## src/rtl/pe_core_gen2.sv

```systemverilog
// pe_core_gen2: systolic PE with double-buffered WS weights, OS drain FSM,
// pipelined signed/unsigned multiply and optional saturating accumulation.
module pe_core_gen2 #(
    parameter int DATA_WIDTH = 8,
    parameter int ACC_WIDTH  = 24,
    parameter int MUL_LAT    = 1,
    parameter int SATURATE   = 1
) (
    input  logic                  clk,
    input  logic                  rst_n,
    input  logic                  data_flow,
    input  logic                  signed_mode,
    input  logic                  load,
    input  logic                  swap,
    input  logic                  drain,
    input  logic                  clr,
    input  logic [DATA_WIDTH-1:0] left,
    input  logic                  left_valid,
    input  logic [ACC_WIDTH-1:0]  up,
    input  logic                  up_valid,
    output logic [DATA_WIDTH-1:0] right,
    output logic                  right_valid,
    output logic [ACC_WIDTH-1:0]  down,
    output logic                  down_valid,
    output logic                  sat_flag
);
    typedef enum logic [1:0] {ACC, DUMP, PASS} state_e;
    state_e                  state_q, state_d;
    logic [DATA_WIDTH-1:0]   right_q, w_act_q, w_act_d, w_sh_q, w_sh_d, op_b;
    logic                    right_valid_q, down_valid_q, down_valid_d, sat_q, sat_d, drain_q;
    logic [ACC_WIDTH-1:0]    down_q, down_d, acc_q, acc_d, prod;
    logic [ACC_WIDTH-1:0]    pipe_q [MUL_LAT];
    logic [MUL_LAT-1:0]      pv_q;
    logic                    pv;
    logic signed [DATA_WIDTH:0]     a_x, b_x;
    logic signed [2*DATA_WIDTH+1:0] prod_full;
    logic [ACC_WIDTH:0]      ws_sum, acc_sum;

    // Top bit of the result is the overflow indication.
    function automatic logic [ACC_WIDTH:0] add_sat(input logic [ACC_WIDTH-1:0] a, input logic [ACC_WIDTH-1:0] b, input logic sgn);
        logic [ACC_WIDTH:0] s;
        logic               ovf;
        logic [ACC_WIDTH-1:0] clamp;
        s     = sgn ? {a[ACC_WIDTH-1], a} + {b[ACC_WIDTH-1], b} : {1'b0, a} + {1'b0, b};
        ovf   = sgn ? s[ACC_WIDTH] ^ s[ACC_WIDTH-1] : s[ACC_WIDTH];
        clamp = !sgn ? '1 : s[ACC_WIDTH] ? {1'b1, {(ACC_WIDTH-1){1'b0}}} : {1'b0, {(ACC_WIDTH-1){1'b1}}};
        return {ovf, (SATURATE != 0 && ovf) ? clamp : s[ACC_WIDTH-1:0]};
    endfunction

    assign op_b      = data_flow ? w_act_q : up[DATA_WIDTH-1:0];
    assign a_x       = {signed_mode & left[DATA_WIDTH-1], left};
    assign b_x       = {signed_mode & op_b[DATA_WIDTH-1], op_b};
    assign prod_full = a_x * b_x;
    assign pv        = pv_q[MUL_LAT-1];
    assign prod      = pv ? pipe_q[MUL_LAT-1] : '0;
    assign ws_sum    = add_sat(up_valid ? up : '0, prod, signed_mode);
    assign acc_sum   = add_sat(acc_q, prod, signed_mode);

    // Widening cast of the signed product gives sign- or zero-extension as needed.
    always_ff @(posedge clk) begin
        pipe_q[0] <= ACC_WIDTH'(prod_full);
        for (int i = 1; i < MUL_LAT; i++) pipe_q[i] <= pipe_q[i-1];
    end

    always_comb begin
        state_d      = state_q;
        acc_d        = acc_q;
        down_d       = down_q;
        down_valid_d = down_valid_q;
        sat_d        = sat_q;
        w_act_d      = w_act_q;
        w_sh_d       = w_sh_q;
        if (clr) begin
            state_d = ACC;
            acc_d   = '0;
            sat_d   = 1'b0;
        end else if (data_flow) begin
            state_d      = ACC;
            w_sh_d       = load ? up[DATA_WIDTH-1:0] : w_sh_q;
            w_act_d      = swap ? w_sh_q : w_act_q;
            down_d       = load ? up : ws_sum[ACC_WIDTH-1:0];
            down_valid_d = load ? up_valid : (pv | up_valid);
            sat_d        = sat_q | (!load & ws_sum[ACC_WIDTH]);
        end else begin
            case (state_q)
                ACC: begin
                    down_d       = up;
                    down_valid_d = up_valid;
                    acc_d        = acc_sum[ACC_WIDTH-1:0];
                    sat_d        = sat_q | acc_sum[ACC_WIDTH];
                    state_d      = (drain && !drain_q) ? DUMP : ACC;
                end
                DUMP: begin
                    down_d       = acc_sum[ACC_WIDTH-1:0];
                    down_valid_d = 1'b1;
                    sat_d        = sat_q | acc_sum[ACC_WIDTH];
                    state_d      = drain ? PASS : ACC;
                    acc_d        = drain ? acc_q : '0;
                end
                PASS: begin
                    down_d       = up;
                    down_valid_d = up_valid;
                    state_d      = drain ? PASS : ACC;
                    acc_d        = drain ? acc_q : '0;
                end
                default: state_d = ACC;
            endcase
        end
    end

    always_ff @(posedge clk or negedge rst_n) begin
        if (!rst_n) begin
            state_q       <= ACC;
            acc_q         <= '0;
            down_q        <= '0;
            down_valid_q  <= 1'b0;
            sat_q         <= 1'b0;
            w_act_q       <= '0;
            w_sh_q        <= '0;
            right_q       <= '0;
            right_valid_q <= 1'b0;
            drain_q       <= 1'b0;
            pv_q          <= '0;
        end else begin
            state_q       <= state_d;
            acc_q         <= acc_d;
            down_q        <= down_d;
            down_valid_q  <= down_valid_d;
            sat_q         <= sat_d;
            w_act_q       <= w_act_d;
            w_sh_q        <= w_sh_d;
            right_q       <= left;
            right_valid_q <= left_valid;
            drain_q       <= drain;
            pv_q[0]       <= !clr & left_valid & (data_flow | up_valid);
            for (int i = 1; i < MUL_LAT; i++) pv_q[i] <= !clr & pv_q[i-1];
        end
    end

    assign right       = right_q;
    assign right_valid = right_valid_q;
    assign down        = down_q;
    assign down_valid  = down_valid_q;
    assign sat_flag    = sat_q;
endmodule

```

## config.mk

```make
export PLATFORM = sky130hd
export DESIGN_NAME = pe_core_gen2
export DESIGN_NICKNAME = d
export VERILOG_FILES = /design/src/rtl/pe_core_gen2.sv
export SDC_FILE = /design/constraint.sdc
export NUM_CORES = 1
export LEC_CHECK = 0
export ABC_AREA = 1
export ABC_CLOCK_PERIOD_IN_PS = 6550
export CAP_MARGIN = 40
export CORE_MARGIN = 2
export CORE_UTILIZATION = 60
export CTS_CLUSTER_DIAMETER = 150
export DETAILED_ROUTE_END_ITERATION = 6
export GPL_TIMING_DRIVEN = 0
export PLACE_DENSITY = 0.89
export SLEW_MARGIN = 30
export SYNTH_ARGS = -nofsm -noshare
export SYNTH_HDL_FRONTEND = slang
export SYNTH_SLANG_ARGS = --single-unit
```

## constraint.sdc

```tcl
create_clock -name clk -period 6.55 [get_ports clk]
set_input_delay 1.965 -clock clk [delete_from_list [all_inputs] [get_ports clk]]
set_output_delay 1.965 -clock clk [all_outputs]
set_load 0.05 [all_outputs]
```

==> reports/qor.txt, run 1 <==
RSZ-0062 raised after global routing: yes
Worst-path clk slew: 90 ps
WL final: 38.3 mm
period utilization: 1.01
Worst-Skew Late Latency: 370 ps
DPL Wire Length: 27.2 mm
vias in the first global route: 11,500
area delta synth->final: 18.1%
Hold Path Depth: 1
hold crit path type: flop to flop
Max Clock Freq: 0.151 GHz
endpoint class of the critical path: flop
Post-synth EDFFs: 0
Post-Layout Cell Count: 2,043
Data required, critical path: 6790 ps
fin crit period: 6610 ps
Crit path arrival time: 6850 ps
VDD IR max: 393 µV
maxcap violations: 0
share of flip-flops with an asynchronous set or reset: 0.814
cell total after placement: 1,987
startpoint types: input pin
Max Slew Vio Count: 0
Via density: 5.77
ys flop type: dfrtp_1
post-route ant nets: 0
H-tree depth: 3
Hold EP: state_q[0]
number of port buffers: 74
Final Skew: 13.9 ps
Commonest cells post-synth: 529 x nand2_1, 307 x inv_1, 107 x nor2_1
drt pass-1 iters: 5
R2R cell count: 22
setup slack, reg-to-reg: 1300 ps
GP Congestion: 0.955
CTS sink cnt: 97
r2r startpoint: w_act_q[7]
# rows: 50
Leak: 7.54 nW
final hold violations: 0
routed vias: 11,800
failing checks: setup timing
post-synthesis sequential area ratio: 0.204
starting density of the core: 0.611
Post-Syn Instances: 1,677
area share of the largest cell type after synthesis: 0.174
leading area contributor after synthesis: nand2_1
GRT Util Overall: 0.363
P per Cell Area: 397 nW/µm²
outcome: complete, but fails checks
first-pass GRT wire length: 56.7 mm
TritonCTS clock tree: built
antenna fix cells: 0
CTS root buf: clkbuf_16
synth warn: 0
r2r endpoint: pipe_q[0][22]
Avg Inst Size Synth: 6.82 µm²
synthesized area: 11,400 µm²
die area: 20,200 µm²
most frequent cell after synthesis: nand2_1
Hold Buf Count CTS: 0
clock tree buffer depth: 2
worst-margin pin slew: 818 ps
Avg WL per Cell: 18.7 µm
Critical Path Fanout Max: 5
crit path kind: input pin to flop
relative slew slack: 0.453
Cell variety after synth: 44
Iter 0 DRT Violations: 1,100
initial antenna violation count: 0
num ports: 77
total CTS buffers: 9
Die Y: 142 µm
PnR worst setup slack: -63.4 ps
layout cell share with drive strength beyond 1: 0.131
GRT overflow: 0
endpoints failing setup: 2
Area contributors post-synth: nand2_1 17%, dfrtp_1 17%, fa_1 13%
Fillers: 1,466
drt drc: 0
Net Count, Synth: 1,881
nets: 2,008
largest net degree at the start of global routing: 47
Hold Startpoint: drain_q
width of the die: 142 µm
placed inst area: 12,600 µm²
synthesized flop and latch total: 97
Core ar.: 18,700 µm²
post-route design area: 13,500 µm²
## final cells by class
class / instances / area [µm²] / share of cell area
Tap cell: 234 / 293 / 0.0217
Clock buffer: 9 / 225 / 0.0167
Clock inverter: 7 / 101 / 0.00751
Timing Repair Buffer: 119 / 1070 / 0.0794
Inverter: 313 / 1190 / 0.0881
Sequential cell: 97 / 2340 / 0.173
Multi-Input combinational cell: 1221 / 8000 / 0.593
Buffer: 43 / 280 / 0.0208
## state kept, by name, indices dropped and copies added, names as in the netlist, 2 cells and up
signal / count
right: 8
state_q: 2
down: 24
w_sh_q: 8
acc_q: 24
pipe_q: 18
w_act_q: 8
## critical path: stages
cell,delay (ps)
clkbuf_4,150
buf_12,150
clkinvlp_4,120
nor2_4,170
buf_4,160
inv_4,50
nor2_1,200
fa_1,510
fa_1,530
fa_1,550
inv_1,60
fa_1,540
inv_1,70
ha_4,250
ha_4,300
nand4_1,200
o21bai_4,240
nand2_1,80
nand2_1,80
a21oi_2,60
o21ai_1,130
a21oi_1,90
xor2_1,160
## cells in the final DEF, fill, tap and decap left out, drive strengths merged, types with 5 or more instances in the layout
| master | synthesis | layout |
|---|---|---|
| nand3 | 111 | 111 |
| o21bai | 9 | 9 |
| mux2 | 8 | 8 |
| o22ai | 24 | 24 |
| nor3 | 7 | 7 |
| o21ai | 37 | 37 |
| inv | 312 | 314 |
| a21oi | 107 | 107 |
| nand2 | 547 | 547 |
| dlygate4sd2 | 0 | 9 |
| dfrtp | 79 | 79 |
| clkdlybuf4s50 | 0 | 55 |
| dfxtp | 18 | 18 |
| clkinv | 1 | 5 |
| fa | 73 | 73 |
| buf | 21 | 68 |
| xor2 | 26 | 26 |
| clkbuf | 25 | 37 |
| xnor2 | 22 | 22 |
| nand4 | 27 | 27 |
| or2 | 11 | 11 |
| nor2 | 111 | 111 |
| ha | 89 | 89 |
## per-layer routing
metal  part of all wire  GRT usage
met5                  0          0
met4              0.074      0.220
met3              0.081     0.0562
met2               0.47      0.598
met1               0.38      0.450
## through the flow
| stage | setup WS [ps] | hold WS, ps | setup TNS [ps] | power [W] | utilization |
|---|---|---|---|---|---|
| after detailed placement | -1320 | 413 | -8170 | 0.00382 | 0.674 |
| final | -63.4 | 427 | -97.4 | 0.00536 | 0.722 |
| after CTS | 14.8 | 426 | 0 | 0.00465 | 0.706 |
| after global placement | -1190 | 396 | -7350 | 0.00369 | 0.672 |
| after floorplan | 1.91 | 383 | 0 | 0.00312 | - |
| after global routing | -214 | 433 | -409 | 0.00569 | 0.722 |
## power breakdown
group          leakage, nW  internal (W)  switching [W]
registers             1.15      0.000782      0.0000825
clock network        0.156      0.000281       0.000297
logic                 6.23       0.00167        0.00224
## what timing repair did
item,in CTS,in global routing
setup buffers,24,19
gates resized for setup,60,64
endpoints found under the setup margin,9,5
pin swaps,19,32
cloned,0,0
## cells by family after synthesis
family | count (synthesis) | share of synthesized area
adder cells (fa/ha/maj) | 162 | 0.225
AND/OR/NAND/NOR | 820 | 0.314
flip-flops | 97 | 0.204
XOR/XNOR | 48 | 0.0368
multiplexers | 8 | 0.00788
buffers and inverters | 359 | 0.125
AO/OA/AOI/OAI | 183 | 0.0876
## worst max-delay path by stage
stage                           start            end  slack, ps  cells past startpoint
after floorplan             data_flow  pipe_q[0][22]          2                     25
after global placement    signed_mode  pipe_q[0][22]      -1190                     24
after detailed placement  signed_mode  pipe_q[0][22]      -1320                     23
after CTS                   data_flow  pipe_q[0][22]         10                     26
after global routing      signed_mode  pipe_q[0][22]       -210                     24
final                     signed_mode  pipe_q[0][22]        -60                     23
No activity file was read; power rests on OpenSTA's default activity.
==> run 2, diff against run 1 <==
ABC_CLOCK_PERIOD_IN_PS = 5700   (was 6550)
CORE_UTILIZATION = 30   (was 60)
PLACE_DENSITY = 0.56   (was 0.89)
clock period = 5.7 ns   (was 6.55 ns; I/O delays follow)
==> reports/qor.txt, run 2 (synthesis gave the netlist of run 1 again) <==
most frequent cells in the layout: 520 x nand2_1, 291 x inv_1, 99 x nor2_1, 96 x a21oi_1, 81 x ha_1
Via density: 4.70 (-19%)
drt pass-1 iters: 6 (+1)
# rows: 71 (+42%)
Fillers: 4,004 (+170%)
first-pass GRT wire length: 56.7 mm (about the same)
Max Clock Freq: 0.165 GHz
outcome: complete, but fails checks
num ports: 77 (unchanged)
endpoint class of the critical path: flop
PnR worst setup slack: -357 ps (-293 ps)
setup slack, reg-to-reg: 730 ps (-570 ps)
starting density of the core: 0.304 (-0.307)
worst-margin pin slew: 842 ps (+23.5 ps)
Setup Total Neg Slack: -1220 ps (-1130 ps)
area delta synth->final: 21.0%
Data required, critical path: 5960 ps (-830 ps)
Critical Path Fanout Max: 5 (unchanged)
VDD IR max: 331 µV (-16%)
routed vias: 10,900 (-7.9%)
Worst-path clk slew: 80 ps (about the same)
Die Y: 199 µm (+40%)
Hold Startpoint: drain_q
Hold Path Depth: 1 (unchanged)
maxcap violations: 0 (unchanged)
period utilization: 1.06
max incr delay on CP: 630 ps (+80 ps)
worst slack, placed: -1680 ps (-355 ps)
DPL Wire Length: 29.6 mm (+8.9%)
initial antenna violation count: 0 (unchanged)
worst path buffer plus inverter count: 6 (-1)
Core ar.: 37,600 µm² (+100%)
r2r endpoint: pipe_q[0][15]
M2 GR Usage: 0.303 (-0.294)
CTS root buf: clkbuf_16
crit path kind: input pin to flop
drt drc: 0 (unchanged)
RSZ-0062 raised after global routing: yes
Crit path arrival time: 6320 ps (-530 ps)
met3 Track Usage GR: 0.0263 (-0.0299)
GRT Max-Usage Layer: met2
Max Slew Vio Count: 0 (unchanged)
Iter 0 DRT Violations: 765 (-30%)
CP delay by family, top: adder cells
Leak: 7.52 nW (-0.30%)
CTS sink cnt: 97 (unchanged)
die area: 39,700 µm² (+97%)
hold crit path type: flop to flop
r2r startpoint: w_act_q[6]
Avg WL per Cell: 15.4 µm (-18%)
startpoint types: input pin
Slowest-stage cell, CP: fa_2
largest net degree at the start of global routing: 48 (+2.1%)
Hold EP: state_q[0]
vias in the first global route: 10,900 (-5.6%)
GRT Util Overall: 0.184 (-0.178)
most common cell after layout, fill and taps aside: nand2_1
TritonCTS clock tree: built
CP cell instances: clkdlybuf4s15_1, o21ai_4, nor2_4, buf_4, fa_2, fa_1, fa_1, inv_1, fa_1, inv_1, ha_1, ha_4, nand2_1, o21ai_0, o21bai_4, nand2_1, nand2_1, a21oi_2, buf_4, buf_4, xor2_1
final hold violations: 0 (unchanged)
H-tree depth: 3 (unchanged)
clock tree buffer depth: 2 (unchanged)
total CTS buffers: 9 (unchanged)
antenna fix cells: 0 (unchanged)
fin crit period: 6060 ps
Final Skew: 7.95 ps (-5.90 ps)
GRT overflow: 0 (unchanged)
post-route ant nets: 0 (unchanged)
global-route track usage on met1: 0.250 (-0.200)
layout cell share with drive strength beyond 1: 0.125 (-0.00636)
GP Congestion: 0.930 (-2.5%)
endpoints failing setup: 6 (+4)
R2R cell count: 21 (-4.5%)
P per Cell Area: 433 nW/µm² (+9.0%)
WL final: 35.6 mm (-7.0%)
nets: 1,996 (-0.60%)
failing checks: setup timing
width of the die: 199 µm (+40%)
Worst-Skew Late Latency: 370 ps (about the same)
relative slew slack: 0.437 (-0.0157)
number of port buffers: 74 (unchanged)
## run 2: layout make-up
cell class                      instances  area, µm²  area share
Clock inverter                          6       56.3     0.00407
Inverter                              313       1200      0.0865
Clock buffer                           10        250      0.0181
Sequential cell                        97       2340       0.169
Multi-Input combinational cell       1221       8030       0.580
Timing Repair Buffer                  107       1030      0.0745
Buffer                                 43        295      0.0213
Tap cell                              511        639      0.0462
## run 2: how the worst max path moves through the flow
stage                               end  cells past startpoint      start  slack (ps)
final                     pipe_q[0][15]                     21      up[0]        -360
after CTS                 pipe_q[0][22]                     23  data_flow        -320
after global routing      pipe_q[0][22]                     26  data_flow        -610
after detailed placement  pipe_q[0][22]                     24  data_flow       -1680
after global placement    pipe_q[0][22]                     24  data_flow       -1630
after floorplan           pipe_q[0][22]                     23  data_flow        -460
## run 2: power breakdown
group	leakage, nW	switching [W]	internal (W)
combinational	6.22	0.00242	0.00194
sequential	1.15	0.0000856	0.000899
clock	0.152	0.000302	0.000331
## run 2: routing by layer
layer  wire length (µm)  part of all wire  up-vias
li1                   -                 -     5438
met1              16500              0.46     5084
met2              16400              0.46      289
met3               1830             0.051       41
met4                849             0.024        0
met5                  0                 0        -
## run 2: timing repair
| item | CTS | global route |
|---|---|---|
| pin swaps | 31 | 5 |
| resized for setup | 79 | 16 |
| hold buffers | 0 | 0 |
| endpoints found under the setup margin | 12 | 9 |
| setup buffers | 28 | 3 |
## run 2: per-stage QoR
stage	power, W	instance area (µm²)	cells	hold WS, ps	utilization
finish	0.00599	13800	2308	400	0.368
floorplan	0.00389	11700	1677	383	-
global placement	0.00467	13100	2262	398	0.348
detailed placement	0.00470	13100	2264	397	0.349
CTS	0.00578	13800	2305	409	0.366
global route	0.00657	13800	2308	431	0.368
==> run 3, diff against run 2 <==
GPL_ROUTABILITY_DRIVEN = 0   (was unset)
==> reports/qor.txt, run 3 (synthesis gave the netlist of run 1 again) <==
worst-margin pin slew: 838 ps (-3.73 ps)
max incr delay on CP: 560 ps (-70 ps)
most common cell after layout, fill and taps aside: nand2_1
RSZ-0062 raised after global routing: yes
startpoint types: input pin
worst path buffer plus inverter count: 9 (+3)
PnR worst setup slack: -382 ps (-25.2 ps)
starting density of the core: 0.304 (unchanged)
drt drc: 0 (unchanged)
P per Cell Area: 419 nW/µm² (-3.3%)
crit path kind: input pin to flop
endpoint class of the critical path: flop
outcome: complete, but fails checks
Avg WL per Cell: 15.3 µm (-1.1%)
Worst-path clk slew: 70 ps (about the same)
WL final: 35.2 mm (-1.1%)
failing checks: setup timing
total CTS buffers: 9 (unchanged)
Leak: 7.49 nW (-0.31%)
maxcap violations: 0 (unchanged)
post-route ant nets: 0 (unchanged)
placed inst area: 13,100 µm² (unchanged)
CTS sink cnt: 97 (unchanged)
final hold violations: 0 (unchanged)
GRT overflow: 0 (unchanged)
Worst-Skew Late Latency: 370 ps (about the same)
die area: 39,700 µm² (unchanged)
Fillers: 3,990 (-0.35%)
vias in the first global route: 10,700 (-1.4%)
number of port buffers: 74 (unchanged)
Core ar.: 37,600 µm² (unchanged)
clock tree buffer depth: 2 (unchanged)
Via density: 4.72 (+0.41%)
largest net degree at the start of global routing: 48 (unchanged)
most frequent cells in the layout: 520 x nand2_1, 293 x inv_1, 97 x nor2_1, 96 x a21oi_1, 82 x ha_1
Crit path arrival time: 6340 ps (+20 ps)
TritonCTS clock tree: built
CP delay by family, top: adder cells
layout cell share with drive strength beyond 1: 0.124 (-0.000556)
Max Slew Vio Count: 0 (unchanged)
nets: 1,996 (unchanged)
Final Skew: 4.82 ps (-3.13 ps)
Total Power: 0.00576 W (-3.7%)
Hold Buf Count CTS: 0 (unchanged)
area delta synth->final: 20.5%
fin crit period: 6080 ps (+25.2 ps)
hold_ws: 423 ps (+22.9 ps)
most frequent CP cell: fa_1
VDD IR max: 347 µV (+4.7%)
# rows: 71 (unchanged)
initial antenna violation count: 0 (unchanged)
period utilization: 1.07 (+0.00443)
width of the die: 199 µm (unchanged)
Iter 0 DRT Violations: 834 (+9.0%)
Critical Path Fanout Max: 4 (-1)
routed vias: 10,900 (+0.41%)
antenna fix cells: 0 (unchanged)
drt pass-1 iters: 6 (unchanged)
Data required, critical path: 5960 ps (about the same)
Hold Path Depth: 1 (unchanged)
num ports: 77 (unchanged)
relative slew slack: 0.439 (+0.00250)
DPL Wire Length: 29.0 mm (-2.1%)
endpoints failing setup: 6 (unchanged)
first-pass GRT wire length: 56.6 mm (-0.13%)
Die Y: 199 µm (unchanged)
Max Clock Freq: 0.164 GHz (-0.42%)
Slowest-stage cell, CP: fa_1
post-route design area: 13,800 µm² (-0.45%)
H-tree depth: 3 (unchanged)
Final Core Density: 0.366 (-0.00166)
GRT Util Overall: 0.184 (about the same)
stages on the worst setup path: 25 (+19%)
R2R cell count: 24 (+14%)
CTS root buf: clkbuf_16
hold crit path type: flop to flop
-- run 3: changes by cell type in the layout (fill, tap and decap cells not counted), sizes merged --
cell,delta
clkbuf,+2
dlymetal6s2s,-1
clkdlybuf4s15,-2
dlygate4sd2,+1
-- run 3: layout make-up --
class | instances | area [µm²] | area share
Buffer | 43 | 295 | 0.0214
Clock buffer | 10 | 250 | 0.0182
Clock inverter | 6 | 57.6 | 0.00418
Inverter | 313 | 1200 | 0.0870
Multi-Input combinational cell | 1221 | 7990 | 0.580
Sequential cell | 97 | 2340 | 0.170
Tap cell | 511 | 639 | 0.0464
Timing Repair Buffer | 107 | 1010 | 0.0731
-- run 3: per-layer routing --
| metal | part of all wire | up-vias | track usage | routed length, µm |
|---|---|---|---|---|
| met2 | 0.46 | 282 | 0.298 | 16000 |
| met4 | 0.024 | 0 | 0.0550 | 843 |
| li1 | - | 5442 | - | - |
| met1 | 0.48 | 5126 | 0.256 | 16700 |
| met3 | 0.045 | 46 | 0.0238 | 1590 |
| met5 | 0 | - | 0 | 0 |
-- run 3: path summary, 6_finish.rpt --
check,startpoint,end,slack [ps]
max reg2reg,w_act_q[4],pipe_q[0][16],710
min in group asynchronous,rst_n,acc_q[20],1230
min,drain_q,state_q[0],420
max,signed_mode,pipe_q[0][16],-380
min reg2reg,drain_q,state_q[0],420
max in group asynchronous,rst_n,w_act_q[3],3890
-- run 3: power by group --
group | leakage, nW | internal (W) | switching (W) | total, W
combinational | 6.19 | 0.00184 | 0.00230 | 0.00415
clock | 0.152 | 0.000331 | 0.000302 | 0.000633
sequential | 1.15 | 0.000899 | 0.0000839 | 0.000983
-- run 3: timing repair --
item	in CTS	in global routing
setup buffers	26	5
pin swaps	26	14
resized for setup	67	23
setup endpoints to repair	12	8
-- run 3: through the flow --
stage	cells	setup WS (ps)	setup TNS (ps)
floorplan	1677	-456	-989
global placement	2262	-1640	-24700
detailed placement	2264	-1700	-13030
CTS	2303	-351	-839
global route	2308	-640	-2520
finish	2308	-382	-1290
